[src/rtl/clint_timer.sv]
// CLINT-style machine interrupt source: 64-bit mtime/mtimecmp, msip bit and ext IRQ synchroniser on a Wishbone-classic slave.
// Optional build macro CLINT_PRESCALER_EN adds a PRESCALE register at 0x18 that divides the mtime tick.
module clint_timer #(
    parameter int ADDR_W = 8,
    parameter int SYNC_N = 2
) (
    input  logic              clk_i,
    input  logic              rst_i,
    input  logic              wbs_cyc_i,
    input  logic              wbs_stb_i,
    input  logic              wbs_we_i,
    input  logic [ADDR_W-1:0] wbs_addr_i,
    input  logic [31:0]       wbs_dat_i,
    input  logic [3:0]        wbs_sel_i,
    output logic [31:0]       wbs_dat_o,
    output logic              wbs_ack_o,
    output logic              wbs_err_o,
    input  logic              ext_irq_i,
    output logic              xint_mtip_o,
    output logic              xint_msip_o,
    output logic              xint_meip_o
);

    logic [63:0]       mtime;
    logic [63:0]       mtimecmp;
    logic [SYNC_N-1:0] sync_q;
    logic              req;
    logic              wr;
    logic              tick;
    logic              mapped;
    logic              hit_msip;
    logic              hit_cmp_lo;
    logic              hit_cmp_hi;
    logic              hit_mt_lo;
    logic              hit_mt_hi;
    logic              hit_psc;
    logic [31:0]       rdata;
    logic              unused_addr;
`ifdef CLINT_PRESCALER_EN
    logic [15:0]       prescale;
    logic [15:0]       psc_cnt;
    logic [15:0]       psc_wdata;
`endif

    assign unused_addr = ^wbs_addr_i[1:0];

    function automatic logic [31:0] lane_merge(input logic [31:0] old_v,
                                               input logic [31:0] new_v,
                                               input logic [3:0]  sel);
        logic [31:0] r;
        for (int unsigned i = 0; i < 4; i++) begin
            r[i*8 +: 8] = sel[i] ? new_v[i*8 +: 8] : old_v[i*8 +: 8];
        end
        return r;
    endfunction

    always_comb begin
        hit_msip   = 1'b0;
        hit_cmp_lo = 1'b0;
        hit_cmp_hi = 1'b0;
        hit_mt_lo  = 1'b0;
        hit_mt_hi  = 1'b0;
        hit_psc    = 1'b0;
        if (~|wbs_addr_i[ADDR_W-1:5]) begin
            case (wbs_addr_i[4:2])
                3'd0: hit_msip   = 1'b1;
                3'd2: hit_cmp_lo = 1'b1;
                3'd3: hit_cmp_hi = 1'b1;
                3'd4: hit_mt_lo  = 1'b1;
                3'd5: hit_mt_hi  = 1'b1;
`ifdef CLINT_PRESCALER_EN
                3'd6: hit_psc    = 1'b1;
`endif
                default: ;
            endcase
        end
    end

    assign mapped = hit_msip | hit_cmp_lo | hit_cmp_hi | hit_mt_lo | hit_mt_hi | hit_psc;
    assign req    = wbs_cyc_i & wbs_stb_i & ~wbs_ack_o & ~wbs_err_o;
    assign wr     = req & wbs_we_i;

    always_comb begin
        rdata = '0;
        if (hit_msip)   rdata[0] = xint_msip_o;
        if (hit_cmp_lo) rdata    = mtimecmp[31:0];
        if (hit_cmp_hi) rdata    = mtimecmp[63:32];
        if (hit_mt_lo)  rdata    = mtime[31:0];
        if (hit_mt_hi)  rdata    = mtime[63:32];
`ifdef CLINT_PRESCALER_EN
        if (hit_psc)    rdata[15:0] = prescale;
`endif
    end

    // Response and write commit share the request edge, so a reset in the request cycle drops both.
    always_ff @(posedge clk_i or posedge rst_i) begin
        if (rst_i) begin
            wbs_ack_o <= 1'b0;
            wbs_err_o <= 1'b0;
            wbs_dat_o <= '0;
        end else begin
            wbs_ack_o <= req & mapped;
            wbs_err_o <= req & ~mapped;
            wbs_dat_o <= (req & mapped & ~wbs_we_i) ? rdata : '0;
        end
    end

    always_ff @(posedge clk_i or posedge rst_i) begin
        if (rst_i) begin
            xint_msip_o <= 1'b0;
        end else if (wr & hit_msip & wbs_sel_i[0]) begin
            xint_msip_o <= wbs_dat_i[0];
        end
    end

    always_ff @(posedge clk_i or posedge rst_i) begin
        if (rst_i) begin
            mtimecmp <= '1;
        end else begin
            if (wr & hit_cmp_lo) mtimecmp[31:0]  <= lane_merge(mtimecmp[31:0], wbs_dat_i, wbs_sel_i);
            if (wr & hit_cmp_hi) mtimecmp[63:32] <= lane_merge(mtimecmp[63:32], wbs_dat_i, wbs_sel_i);
        end
    end

    // A half-write replaces that half only and suppresses the tick for the cycle (no carry either way).
    always_ff @(posedge clk_i or posedge rst_i) begin
        if (rst_i) begin
            mtime <= '0;
        end else if (wr & hit_mt_lo) begin
            mtime[31:0] <= lane_merge(mtime[31:0], wbs_dat_i, wbs_sel_i);
        end else if (wr & hit_mt_hi) begin
            mtime[63:32] <= lane_merge(mtime[63:32], wbs_dat_i, wbs_sel_i);
        end else if (tick) begin
            mtime <= mtime + 64'd1;
        end
    end

    always_ff @(posedge clk_i or posedge rst_i) begin
        if (rst_i) begin
            xint_mtip_o <= 1'b0;
        end else begin
            xint_mtip_o <= (mtime >= mtimecmp);
        end
    end

    always_ff @(posedge clk_i or posedge rst_i) begin
        if (rst_i) begin
            sync_q <= '0;
        end else begin
            sync_q <= {sync_q[SYNC_N-2:0], ext_irq_i};
        end
    end

    assign xint_meip_o = sync_q[SYNC_N-1];

`ifdef CLINT_PRESCALER_EN
    assign psc_wdata = {wbs_sel_i[1] ? wbs_dat_i[15:8] : prescale[15:8],
                        wbs_sel_i[0] ? wbs_dat_i[7:0]  : prescale[7:0]};

    assign tick = (psc_cnt == '0);

    always_ff @(posedge clk_i or posedge rst_i) begin
        if (rst_i) begin
            prescale <= '0;
            psc_cnt  <= '0;
        end else if (wr & hit_psc) begin
            prescale <= psc_wdata;
            psc_cnt  <= psc_wdata;
        end else if (tick) begin
            psc_cnt <= prescale;
        end else begin
            psc_cnt <= psc_cnt - 16'd1;
        end
    end
`else
    assign tick = 1'b1;
`endif

endmodule
[config.mk]
export PLATFORM = sky130hd
export DESIGN_NAME = clint_timer
export DESIGN_NICKNAME = d
export VERILOG_FILES = /design/src/rtl/clint_timer.sv
export SDC_FILE = /design/constraint.sdc
export NUM_CORES = 1
export LEC_CHECK = 0
export ABC_AREA = 1
export CELL_PAD_IN_SITES_DETAIL_PLACEMENT = 1
export CELL_PAD_IN_SITES_GLOBAL_PLACEMENT = 1
export CORE_MARGIN = 10
export CORE_UTILIZATION = 47
export DETAILED_ROUTE_END_ITERATION = 6
export PLACE_DENSITY_LB_ADDON = 0.2
export SLEW_MARGIN = 5
export SYNTH_ARGS = -nofsm -noshare
export SYNTH_HDL_FRONTEND = slang
export SYNTH_SLANG_ARGS = --single-unit
[constraint.sdc]
create_clock -name clk_i -period 12.71 [get_ports clk_i]
set_clock_uncertainty 0.2 [all_clocks]
set_input_delay 1.9065 -clock clk_i [delete_from_list [all_inputs] [get_ports clk_i]]
set_output_delay 1.9065 -clock clk_i [all_outputs]
set_load 0.03 [all_outputs]
==> impl_metrics.prom, run 1 <==
# TYPE chip_impl_metric gauge
chip_impl_metric{name="max_slew_margin",unit="%"} 21.0
chip_impl_info{name="most_common_library_cell_in_the_layout_ignoring_fill_and_taps",value="sky130_fd_sc_hd__nand2_1"} 1
chip_impl_metric{name="global_route_wire_length_before_repair",unit="µm"} 69800
chip_impl_info{name="cp_common_cell",value="sky130_fd_sc_hd__nand2_1"} 1
chip_impl_info{name="min_path_type",value="reg -> reg"} 1
chip_impl_metric{name="syn_area",unit="µm²"} 11400
chip_impl_metric{name="insertion_delay",unit="ns"} 0.46
chip_impl_metric{name="yosysUniqueCellTypes",unit=""} 48
chip_impl_metric{name="drt_pre_antenna_iters",unit=""} 5
chip_impl_metric{name="count_of_max_cap_constraint_violations",unit=""} 0
chip_impl_metric{name="nNetsFinal",unit=""} 1784
chip_impl_info{name="cts_tree",value="done"} 1
chip_impl_metric{name="clkPwrFrac",unit="%"} 32.7
chip_impl_metric{name="clock_sink_count",unit=""} 166
chip_impl_info{name="r2r-start",value="wbs_ack_o"} 1
chip_impl_metric{name="synth.avg_cell_area",unit="µm²"} 7.08
chip_impl_metric{name="synthesis.instances",unit=""} 1607
chip_impl_metric{name="die_height",unit="µm"} 176
chip_impl_metric{name="total_congestion_overflow_after_global_routing",unit=""} 0
chip_impl_metric{name="mappedNetlistNets",unit=""} 1722
chip_impl_info{name="status",value="completed"} 1
chip_impl_metric{name="stdcell_count",unit=""} 2001
chip_impl_metric{name="syn2layout_area_growth",unit="%"} 13.9
chip_impl_metric{name="antenna_found_initial",unit=""} 0
chip_impl_metric{name="first_global_vias",unit=""} 12424
chip_impl_metric{name="timing.final.crit_share",unit="%"} 39.5
chip_impl_metric{name="power_report.internal_total",unit="mW"} 0.985
chip_impl_metric{name="final_min_period",unit="ns"} 5.01
chip_impl_metric{name="yosysSeqAreaShare",unit="%"} 37.2
chip_impl_metric{name="cts.clk_slew.worst_paths",unit="ns"} 0.08
chip_impl_metric{name="finalInstanceArea",unit="µm²"} 13000
chip_impl_metric{name="antenna_left",unit=""} 0
chip_impl_metric{name="num_rows",unit=""} 56
chip_impl_metric{name="power.combinational.fraction",unit="%"} 24.8
chip_impl_metric{name="initial_core_util",unit="%"} 48.2
chip_impl_metric{name="postCtsSetupRepairBufs",unit=""} 0
chip_impl_metric{name="grt_start_max_net_pins",unit=""} 91
chip_impl_info{name="grt_setup_unrepaired",value="false"} 1
chip_impl_metric{name="layout.core_utilization",unit="%"} 54.9
chip_impl_metric{name="routedWlPerCell",unit="µm"} 22.3
chip_impl_metric{name="fp.dieW",unit="µm"} 176
chip_impl_info{name="hold_path_startpoint",value="sync_q[0]"} 1
chip_impl_metric{name="max_freq",unit="GHz"} 0.199
chip_impl_metric{name="final_worst_hold_slack",unit="ns"} 0.171
chip_impl_metric{name="timing.critical_path.slowest_cell_delay",unit="ns"} 0.79
chip_impl_metric{name="final-setup-viol-count",unit=""} 0
chip_impl_metric{name="die_area",unit="µm²"} 30800
chip_impl_metric{name="layout_cell_share_with_drive_strength_beyond_1",unit="%"} 8.80
chip_impl_metric{name="total_switching_power",unit="mW"} 0.609
chip_impl_metric{name="route.vias.total",unit=""} 11706
chip_impl_metric{name="core",unit="µm²"} 23600
chip_impl_metric{name="synth-edff-count",unit=""} 0
chip_impl_metric{name="port_buffers",unit=""} 84
chip_impl_metric{name="report.final.slew_viol_count",unit=""} 0
chip_impl_metric{name="ys_ff_latch",unit=""} 166
chip_impl_info{name="final_cell_mix",value="sky130_fd_sc_hd__nand2_1 (469), sky130_fd_sc_hd__inv_1 (181), sky130_fd_sc_hd__nor2_1 (159), sky130_fd_sc_hd__o21ai_0 (106), sky130_fd_sc_hd__dfrtp_1 (102)"} 1
chip_impl_metric{name="crit_required",unit="ns"} 12.85
chip_impl_metric{name="synth_async_sr_flop_share",unit="%"} 100
chip_impl_metric{name="cts_max_level",unit=""} 4
chip_impl_info{name="crit_family",value="simple AND/OR/NAND/NOR gates"} 1
chip_impl_metric{name="power-per-cell-area",unit="nW/µm²"} 123
chip_impl_metric{name="cp_num_buf_inv",unit=""} 3
chip_impl_metric{name="max_vdd_drop",unit="V"} 0.0000752
chip_impl_metric{name="worst_pin_slew",unit="ns"} 1.18
chip_impl_metric{name="dpl_cell_area",unit="µm²"} 12400
chip_impl_metric{name="holdBufCountCts",unit=""} 0
chip_impl_metric{name="hpwlAfterDp",unit="µm"} 33400
chip_impl_info{name="startpoint",value="wbs_addr_i[4]"} 1
chip_impl_metric{name="iteration_0_drc_markers",unit=""} 868
chip_impl_metric{name="post_placement_cell_count",unit=""} 1969
chip_impl_metric{name="cts_buffers",unit=""} 17
chip_impl_info{name="clock_tree.root_cell",value="sky130_fd_sc_hd__clkbuf_16"} 1
chip_impl_metric{name="average_vias_per_placed_instance",unit=""} 5.85
chip_impl_metric{name="timing.setup.tns",unit="ns"} 0
chip_impl_info{name="crit_type",value="in -> reg"} 1
chip_impl_metric{name="power.share.sequential",unit="%"} 42.5
chip_impl_metric{name="cp.arrival",unit="ns"} 5.15
chip_impl_info{name="setup.worst_path.end_class",value="flop"} 1
chip_impl_metric{name="drt_wl_total",unit="µm"} 44700
chip_impl_info{name="slowest_stage_cell_crit_path",value="sky130_fd_sc_hd__nor2_4"} 1
chip_impl_metric{name="groute.usage.overall",unit="%"} 29.0
chip_impl_metric{name="final_hold_viols",unit=""} 0
chip_impl_metric{name="leakagePower",unit="nW"} 5.73
chip_impl_info{name="synth-main-ff-cell",value="sky130_fd_sc_hd__dfrtp_1"} 1
chip_impl_metric{name="gp_congestion",unit=""} 0.934
chip_impl_metric{name="cts_resized",unit=""} 0
chip_impl_metric{name="antenna-diode-count",unit=""} 0
chip_impl_metric{name="net_sw_share",unit="%"} 38.2
chip_impl_metric{name="cts-root-to-sink-buffers",unit=""} 2
chip_impl_info{name="worstSetupStartpointType",value="primary input"} 1
chip_impl_metric{name="timing.critical_path.fanout_max",unit=""} 25
chip_impl_metric{name="pin_count",unit=""} 87
chip_impl_metric{name="ys_warn_count",unit=""} 0
chip_impl_info{name="worstPathCellList",value="clkdlybuf4s50_1, inv_2, nor3_4, nand2_4, nor2_4, nand2_1, nand2_4, inv_2, nand2_1, nand2_1"} 1
chip_impl_metric{name="post-route-drc-count",unit=""} 0
[registers in the layout (all words and copies together), names as in the netlist]
register / cells
wbs_dat_o: 32
wbs_ack_o: 1
wbs_err_o: 1
mtimecmp: 64
xint_msip_o: 1
xint_mtip_o: 1
mtime: 64
sync_q: 2
[routing by layer]
layer	up-vias	part of all wire (%)	wire, µm	GRT usage (%)
li1	5400	-	-	-
met1	5811	43	19000	35.9
met2	399	48	21700	49.2
met3	96	5.6	2480	4.48
met4	0	3.4	1540	12.2
met5	-	0	0	0
[power groups by stage]
| stage | clock network (mW) | logic, mW | registers [mW] |
|---|---|---|---|
| global route | 0.544 | 0.451 | 0.684 |
| finish | 0.521 | 0.395 | 0.678 |
| floorplan | 0 | 0.266 | 0.642 |
| detailed placement | 0 | 0.386 | 0.681 |
| CTS | 0.522 | 0.391 | 0.672 |
| global placement | 0 | 0.366 | 0.678 |
[cells in the mapped netlist, types with 20 or more instances]
master	n	area (µm²)
sky130_fd_sc_hd__o21ai_0	106	531
sky130_fd_sc_hd__inv_1	182	683
sky130_fd_sc_hd__nor2_1	159	597
sky130_fd_sc_hd__ha_1	65	813
sky130_fd_sc_hd__dfstp_2	64	1680
sky130_fd_sc_hd__nor3_1	30	150
sky130_fd_sc_hd__a21oi_1	98	490
sky130_fd_sc_hd__o21ai_1	30	150
sky130_fd_sc_hd__nand3_1	84	420
sky130_fd_sc_hd__nand4_1	26	163
sky130_fd_sc_hd__clkbuf_1	20	75.1
sky130_fd_sc_hd__dfrtp_1	102	2550
sky130_fd_sc_hd__o22ai_1	32	200
sky130_fd_sc_hd__nand2_1	469	1760
[area by class of cell]
type                            instances  area [µm²]
Clock inverter                         12         109
Inverter                              191         724
Fill cell                            3118       10600
Tap cell                              319         399
Sequential cell                       166        4230
Multi-Input combinational cell       1203        6150
Clock buffer                           20         457
Timing Repair Buffer                   90         886
[kinds of logic after synthesis]
| kind of cell | after synthesis | synth area share [%] |
|---|---|---|
| xor gates and xnor gates | 13 | 1.00 |
| adders and majority gates | 65 | 7.15 |
| AOI/OAI and AO/OA | 301 | 14.6 |
| buffers and inverters | 238 | 8.70 |
| DFF | 166 | 37.2 |
| and+or+nand+nor | 824 | 31.3 |
[per-stage QoR]
stage	total power [mW]	setup slack (ns)
floorplan	0.909	6.22
global placement	1.04	7.51
detailed placement	1.07	7.40
CTS	1.59	7.84
global route	1.68	7.62
finish	1.59	7.70
[worst paths after layout]
path	endpoint	slack (ns)	depth (start not counted)
max	mtime[28]	7.70	10
min	sync_q[1]	0.17	0
max reg2reg	mtime[42]	9.63	9
min reg2reg	sync_q[1]	0.17	0
max in group asynchronous	wbs_dat_o[24]	9.00	3
min in group asynchronous	wbs_dat_o[9]	1.78	2
Note: power is estimated with default switching activity, not from simulation.
==> run 2: changes to the inputs <==
Settings changed: CORE_UTILIZATION 47 to 39.
Clock period 12.71 ns to 4.5 ns, I/O delays scaled along.
==> impl_metrics.prom, run 2 (synthesis results as in run 1) <==
# TYPE chip_impl_metric gauge
chip_impl_info{name="status",value="completed"} 1
chip_impl_metric{name="cts_buffers",unit=""} 17
chip_impl_metric{name="final_min_period",unit="ns"} 3.03
chip_impl_metric{name="timing.final.ws_setup",unit="ns"} 1.47
chip_impl_metric{name="report.power.total",unit="mW"} 4.57
chip_impl_metric{name="iteration_0_drc_markers",unit=""} 607
chip_impl_info{name="worstSetupStartpointType",value="primary input"} 1
chip_impl_metric{name="cts-root-to-sink-buffers",unit=""} 2
chip_impl_metric{name="groute.usage.overall",unit="%"} 24.9
chip_impl_info{name="clock_tree.root_cell",value="sky130_fd_sc_hd__clkbuf_16"} 1
chip_impl_metric{name="insertion_delay",unit="ns"} 0.47
chip_impl_metric{name="antenna_found_initial",unit=""} 0
chip_impl_metric{name="max_slew_margin",unit="%"} 28.2
chip_impl_metric{name="cp.arrival",unit="ns"} 3.20
chip_impl_metric{name="holdBufCountCts",unit=""} 0
chip_impl_metric{name="nNetsFinal",unit=""} 1791
chip_impl_metric{name="layout.core_utilization",unit="%"} 45.7
chip_impl_metric{name="postCtsSetupRepairBufs",unit=""} 0
chip_impl_metric{name="routedWlPerCell",unit="µm"} 21.4
chip_impl_metric{name="pin_count",unit=""} 87
chip_impl_info{name="crit_type",value="in -> reg"} 1
chip_impl_info{name="cts_tree",value="done"} 1
chip_impl_metric{name="syn2layout_area_growth",unit="%"} 15.6
chip_impl_metric{name="final_hold_viols",unit=""} 0
chip_impl_metric{name="timing.critical_path.fanout_max",unit=""} 17
chip_impl_metric{name="first_global_vias",unit=""} 11957
chip_impl_metric{name="num_rows",unit=""} 62
chip_impl_metric{name="stdcell_count",unit=""} 2073
chip_impl_metric{name="die_area",unit="µm²"} 36400
chip_impl_metric{name="grt_start_max_net_pins",unit=""} 167
chip_impl_metric{name="total_congestion_overflow_after_global_routing",unit=""} 0
chip_impl_info{name="setup.worst_path.end_class",value="flop"} 1
chip_impl_metric{name="core",unit="µm²"} 28800
chip_impl_metric{name="finalInstanceArea",unit="µm²"} 13200
chip_impl_metric{name="die_height",unit="µm"} 191
chip_impl_metric{name="post-route-drc-count",unit=""} 0
chip_impl_metric{name="antenna-diode-count",unit=""} 0
chip_impl_metric{name="max_freq",unit="GHz"} 0.330
chip_impl_metric{name="layout_cell_share_with_drive_strength_beyond_1",unit="%"} 9.12
chip_impl_metric{name="gp_congestion",unit=""} 0.942
chip_impl_metric{name="average_vias_per_placed_instance",unit=""} 5.44
chip_impl_metric{name="crit_required",unit="ns"} 4.67
chip_impl_info{name="grt_setup_unrepaired",value="false"} 1
chip_impl_metric{name="global_route_wire_length_before_repair",unit="µm"} 69500
chip_impl_metric{name="fillerInstances",unit=""} 3654
chip_impl_metric{name="timing.setup.tns",unit="ns"} 0
chip_impl_metric{name="dp_slack",unit="ns"} 0.998
chip_impl_metric{name="leakagePower",unit="nW"} 5.78
chip_impl_metric{name="route.vias.total",unit=""} 11281
chip_impl_metric{name="hpwlAfterDp",unit="µm"} 33300
chip_impl_metric{name="clock_sink_count",unit=""} 166
chip_impl_metric{name="worst_pin_slew",unit="ns"} 1.08
chip_impl_metric{name="max_vdd_drop",unit="V"} 0.000281
chip_impl_metric{name="fp.dieW",unit="µm"} 191
chip_impl_metric{name="final-setup-viol-count",unit=""} 0
chip_impl_metric{name="cts_max_level",unit=""} 4
chip_impl_metric{name="timing.final.crit_share",unit="%"} 67.3
chip_impl_metric{name="power-per-cell-area",unit="nW/µm²"} 347
chip_impl_metric{name="post_placement_cell_count",unit=""} 2041
chip_impl_info{name="min_path_type",value="reg -> reg"} 1
chip_impl_metric{name="final_worst_hold_slack",unit="ns"} 0.151
chip_impl_info{name="most_common_library_cell_in_the_layout_ignoring_fill_and_taps",value="sky130_fd_sc_hd__nand2_1"} 1
chip_impl_metric{name="dpl_cell_area",unit="µm²"} 12500
chip_impl_metric{name="initial_core_util",unit="%"} 39.5
chip_impl_metric{name="cts.clk_slew.worst_paths",unit="ns"} 0.06
chip_impl_metric{name="drt_wl_total",unit="µm"} 44400
chip_impl_metric{name="drt_pre_antenna_iters",unit=""} 5
chip_impl_metric{name="cts_resized",unit=""} 0
chip_impl_info{name="final_cell_mix",value="sky130_fd_sc_hd__nand2_1 (469), sky130_fd_sc_hd__inv_1 (181), sky130_fd_sc_hd__nor2_1 (159), sky130_fd_sc_hd__o21ai_0 (106), sky130_fd_sc_hd__dfrtp_1 (102)"} 1
chip_impl_metric{name="report.final.slew_viol_count",unit=""} 0
chip_impl_info{name="largestRegisters",value="mtime x64, mtimecmp x64, wbs_dat_o x32"} 1
chip_impl_metric{name="port_buffers",unit=""} 84
chip_impl_metric{name="antenna_left",unit=""} 0
chip_impl_metric{name="count_of_max_cap_constraint_violations",unit=""} 0
## run 2: power breakdown
group          switching (mW)  leakage [nW]  internal [mW]
clock                   0.654         0.290          0.902
combinational           0.697          3.64          0.393
sequential              0.292          1.85           1.63
## run 2: cell type report
class                      instances  area [µm²]  share of cell area (%)
tap                              384         480                    3.65
clock inverter                    11         149                    1.13
sequential                       166        4230                    32.2
inverter                         191         723                    5.50
clock buffer                      21         460                    3.50
multi-input combinational       1203        6150                    46.8
timing repair buffer              97         951                    7.23
## run 2: routing by layer
layer / vias up / GRT usage [%] / wire (µm)
li1: 5390 / - / -
met1: 5542 / 31.1 / 19600
met2: 276 / 42.2 / 21300
met3: 73 / 4.44 / 2270
met4: 0 / 8.57 / 1240
met5: - / 0 / 0
## run 2: worst paths after layout
kind                               startpoint      endpoint  slack [ns]  depth (start not counted)
worst max register to register   mtimecmp[61]   xint_mtip_o        1.59                         10
worst min register to register      sync_q[0]     sync_q[1]        0.15                          0
worst max-delay path            wbs_addr_i[4]  mtimecmp[42]        1.47                          8
worst min-delay path                sync_q[0]     sync_q[1]        0.15                          0
max in group asynchronous               rst_i  wbs_dat_o[4]        2.63                          3
min in group asynchronous               rst_i  wbs_dat_o[8]        0.57                          3
## run 2: critical path: stages
cell,delay (ns)
sky130_fd_sc_hd__clkdlybuf4s50_1,0.52
sky130_fd_sc_hd__inv_2,0.16
sky130_fd_sc_hd__nand3_1,0.07
sky130_fd_sc_hd__or2_1,0.59
sky130_fd_sc_hd__clkinv_2,0.15
sky130_fd_sc_hd__buf_4,0.33
sky130_fd_sc_hd__nand3_2,0.37
sky130_fd_sc_hd__o21ai_0,0.31
==> run 3: changes to the inputs <==
Settings changed: CORE_UTILIZATION 39 to 44.
Clock period 4.5 ns to 2.8 ns, I/O delays scaled along.
==> impl_metrics.prom, run 3 (synthesis results as in run 1) <==
# TYPE chip_impl_metric gauge
chip_impl_metric{name="cp.arrival",unit="ns"} 2.87
chip_impl_info{name="crit_type",value="reg -> reg"} 1
chip_impl_metric{name="r2r_slack",unit="ns"} 0.11
chip_impl_metric{name="initial_core_util",unit="%"} 44.9
chip_impl_metric{name="first_global_vias",unit=""} 12749
chip_impl_info{name="clock_tree.root_cell",value="sky130_fd_sc_hd__clkbuf_16"} 1
chip_impl_metric{name="post-route-drc-count",unit=""} 0
chip_impl_metric{name="die_area",unit="µm²"} 32700
chip_impl_info{name="maxUsedRoutingLayer",value="met4"} 1
chip_impl_metric{name="num_rows",unit=""} 58
chip_impl_metric{name="cts_buffers",unit=""} 17
chip_impl_info{name="grt_setup_unrepaired",value="false"} 1
chip_impl_metric{name="timing.critical_path.fanout_max",unit=""} 3
chip_impl_metric{name="holdBufCountCts",unit=""} 0
chip_impl_info{name="largestRegisters",value="mtime x64, mtimecmp x64, wbs_dat_o x32"} 1
chip_impl_metric{name="stdcell_count",unit=""} 2077
chip_impl_metric{name="detailroute.wirelength.met2",unit="µm"} 22000
chip_impl_metric{name="timing.critical_path.slowest_cell_delay",unit="ns"} 0.54
chip_impl_metric{name="drt_wl_total",unit="µm"} 46000
chip_impl_metric{name="fillerInstances",unit=""} 3299
chip_impl_metric{name="cts.clk_slew.worst_paths",unit="ns"} 0.08
chip_impl_metric{name="gp_congestion",unit=""} 0.999
chip_impl_metric{name="global_route_wire_length_before_repair",unit="µm"} 71900
chip_impl_metric{name="hpwlAfterDp",unit="µm"} 35400
chip_impl_metric{name="clock_sink_count",unit=""} 166
chip_impl_metric{name="core",unit="µm²"} 25300
chip_impl_metric{name="cts_resized",unit=""} 0
chip_impl_metric{name="groute.usage.overall",unit="%"} 27.8
chip_impl_metric{name="dp_slack",unit="ns"} -0.0564
chip_impl_metric{name="max_freq",unit="GHz"} 0.371
chip_impl_info{name="most_common_library_cell_in_the_layout_ignoring_fill_and_taps",value="sky130_fd_sc_hd__nand2_1"} 1
chip_impl_metric{name="wl_met3",unit="µm"} 2530
chip_impl_metric{name="route.vias.total",unit=""} 11974
chip_impl_metric{name="crit_required",unit="ns"} 2.97
chip_impl_metric{name="fp.dieW",unit="µm"} 181
chip_impl_info{name="setup.worst_path.end_class",value="flop"} 1
chip_impl_info{name="min_path_type",value="in -> async"} 1
chip_impl_metric{name="leakagePower",unit="nW"} 6.04
chip_impl_metric{name="final_hold_viols",unit=""} 0
chip_impl_metric{name="max_vdd_drop",unit="V"} 0.000396
chip_impl_metric{name="final-setup-viol-count",unit=""} 0
chip_impl_metric{name="iteration_0_drc_markers",unit=""} 840
chip_impl_metric{name="timing.final.ws_setup",unit="ns"} 0.106
chip_impl_metric{name="antenna_found_initial",unit=""} 0
chip_impl_info{name="cts_tree",value="done"} 1
chip_impl_metric{name="cts_max_level",unit=""} 4
chip_impl_metric{name="report.final.slew_viol_count",unit=""} 0
chip_impl_metric{name="power-per-cell-area",unit="nW/µm²"} 546
chip_impl_metric{name="wl_met1",unit="µm"} 19500
chip_impl_metric{name="antenna_left",unit=""} 0
chip_impl_metric{name="seqCellArea",unit="µm²"} 4230
chip_impl_metric{name="antenna-diode-count",unit=""} 0
chip_impl_metric{name="pin_count",unit=""} 87
chip_impl_info{name="slowest_stage_cell_crit_path",value="sky130_fd_sc_hd__dfstp_2"} 1
chip_impl_metric{name="worst_pin_slew",unit="ns"} 0.596
chip_impl_info{name="worst_r2r_endpoint",value="xint_mtip_o"} 1
chip_impl_info{name="status",value="completed"} 1
chip_impl_metric{name="port_buffers",unit=""} 84
chip_impl_metric{name="layout_cell_share_with_drive_strength_beyond_1",unit="%"} 12.1
chip_impl_info{name="r2r-start",value="mtimecmp[63]"} 1
chip_impl_metric{name="postCtsSetupRepairBufs",unit=""} 0
chip_impl_metric{name="reg2regPathDepth",unit=""} 13
chip_impl_metric{name="max_slew_margin",unit="%"} 60.2
chip_impl_metric{name="post_placement_cell_count",unit=""} 2045
chip_impl_metric{name="count_of_max_cap_constraint_violations",unit=""} 0
chip_impl_metric{name="routedWlPerCell",unit="µm"} 22.2
chip_impl_metric{name="average_vias_per_placed_instance",unit=""} 5.77
chip_impl_metric{name="syn2layout_area_growth",unit="%"} 18.8
chip_impl_metric{name="grt_start_max_net_pins",unit=""} 85
chip_impl_metric{name="drt_pre_antenna_iters",unit=""} 6
chip_impl_metric{name="cts-root-to-sink-buffers",unit=""} 2
chip_impl_info{name="worstSetupStartpointType",value="flop"} 1
chip_impl_info{name="worstPathCellList",value="inv_1, ha_1, nand4_1, nor3_1, buf_4, nand3_1, buf_4, nor2_1, buf_4, nand2_1, nand2_1, nor2_1, nand2_1"} 1
chip_impl_metric{name="insertion_delay",unit="ns"} 0.44
chip_impl_metric{name="total_congestion_overflow_after_global_routing",unit=""} 0
chip_impl_metric{name="timing.final.crit_share",unit="%"} 96.2
chip_impl_metric{name="die_height",unit="µm"} 181
chip_impl_info{name="final_cell_mix",value="sky130_fd_sc_hd__nand2_1 (469), sky130_fd_sc_hd__inv_1 (181), sky130_fd_sc_hd__nor2_1 (159), sky130_fd_sc_hd__o21ai_0 (106), sky130_fd_sc_hd__dfrtp_1 (102)"} 1
chip_impl_metric{name="nNetsFinal",unit=""} 1849
chip_impl_metric{name="final_min_period",unit="ns"} 2.69
chip_impl_metric{name="multi_input_comb_area",unit="µm²"} 6150
==> run 3: worst max-delay path by stage <==
stage	slack, ns	from	cells past startpoint	to
4_1_cts	0.15	mtimecmp[63]	13	xint_mtip_o
6_report	0.11	mtimecmp[63]	13	xint_mtip_o
2_1_floorplan	0.12	rst_i	1	mtime[0]
5_1_grt	0.04	mtimecmp[59]	13	xint_mtip_o
3_3_place_gp	0.09	wbs_addr_i[3]	9	mtime[47]
3_5_place_dp	-0.06	wbs_addr_i[3]	9	mtime[42]
==> run 3: power by group <==
group	switching, mW	internal, mW
Sequential	0.332	2.62
Clock	1.10	1.24
Combinational	1.33	0.753
Total	2.76	4.62
==> run 3: metal layers <==
metal  track usage (%)  vias to the layer above
met5                 0                        -
met3              4.32                      133
met4              11.5                        0
met1              34.3                     5933
met2              47.2                      393
li1                  -                     5515
==> run 3: area by class of cell <==
type / instances / share of cell area (%)
inverter: 191 / 5.35
timing repair buffer: 155 / 10.6
tap: 330 / 3.05
multi-input combinational: 1203 / 45.5
clock buffer: 20 / 3.23
sequential: 166 / 31.3
clock inverter: 12 / 0.898
==> run 3: through the flow <==
stage	util, %	hold slack, ns	setup TNS [ns]	total power, mW	cell area, µm²
after global placement	51.2	0.138	0	4.91	13000
final	53.4	0.0266	0	7.38	13500
after floorplan	-	0.131	0	4.13	11400
after global routing	53.4	0.0240	0	7.80	13500
after CTS	53.4	0.0320	0	7.38	13500
after detailed placement	51.2	0.137	-0.239	5.02	13000
==> run 3: critical path: cells and delay by family (launching register included) <==
| family | cells | cell delay [ns] |
|---|---|---|
| simple gates | 8 | 0.99 |
| buf+inv | 4 | 0.58 |
| flops | 1 | 0.54 |
| fa+ha+maj | 1 | 0.32 |
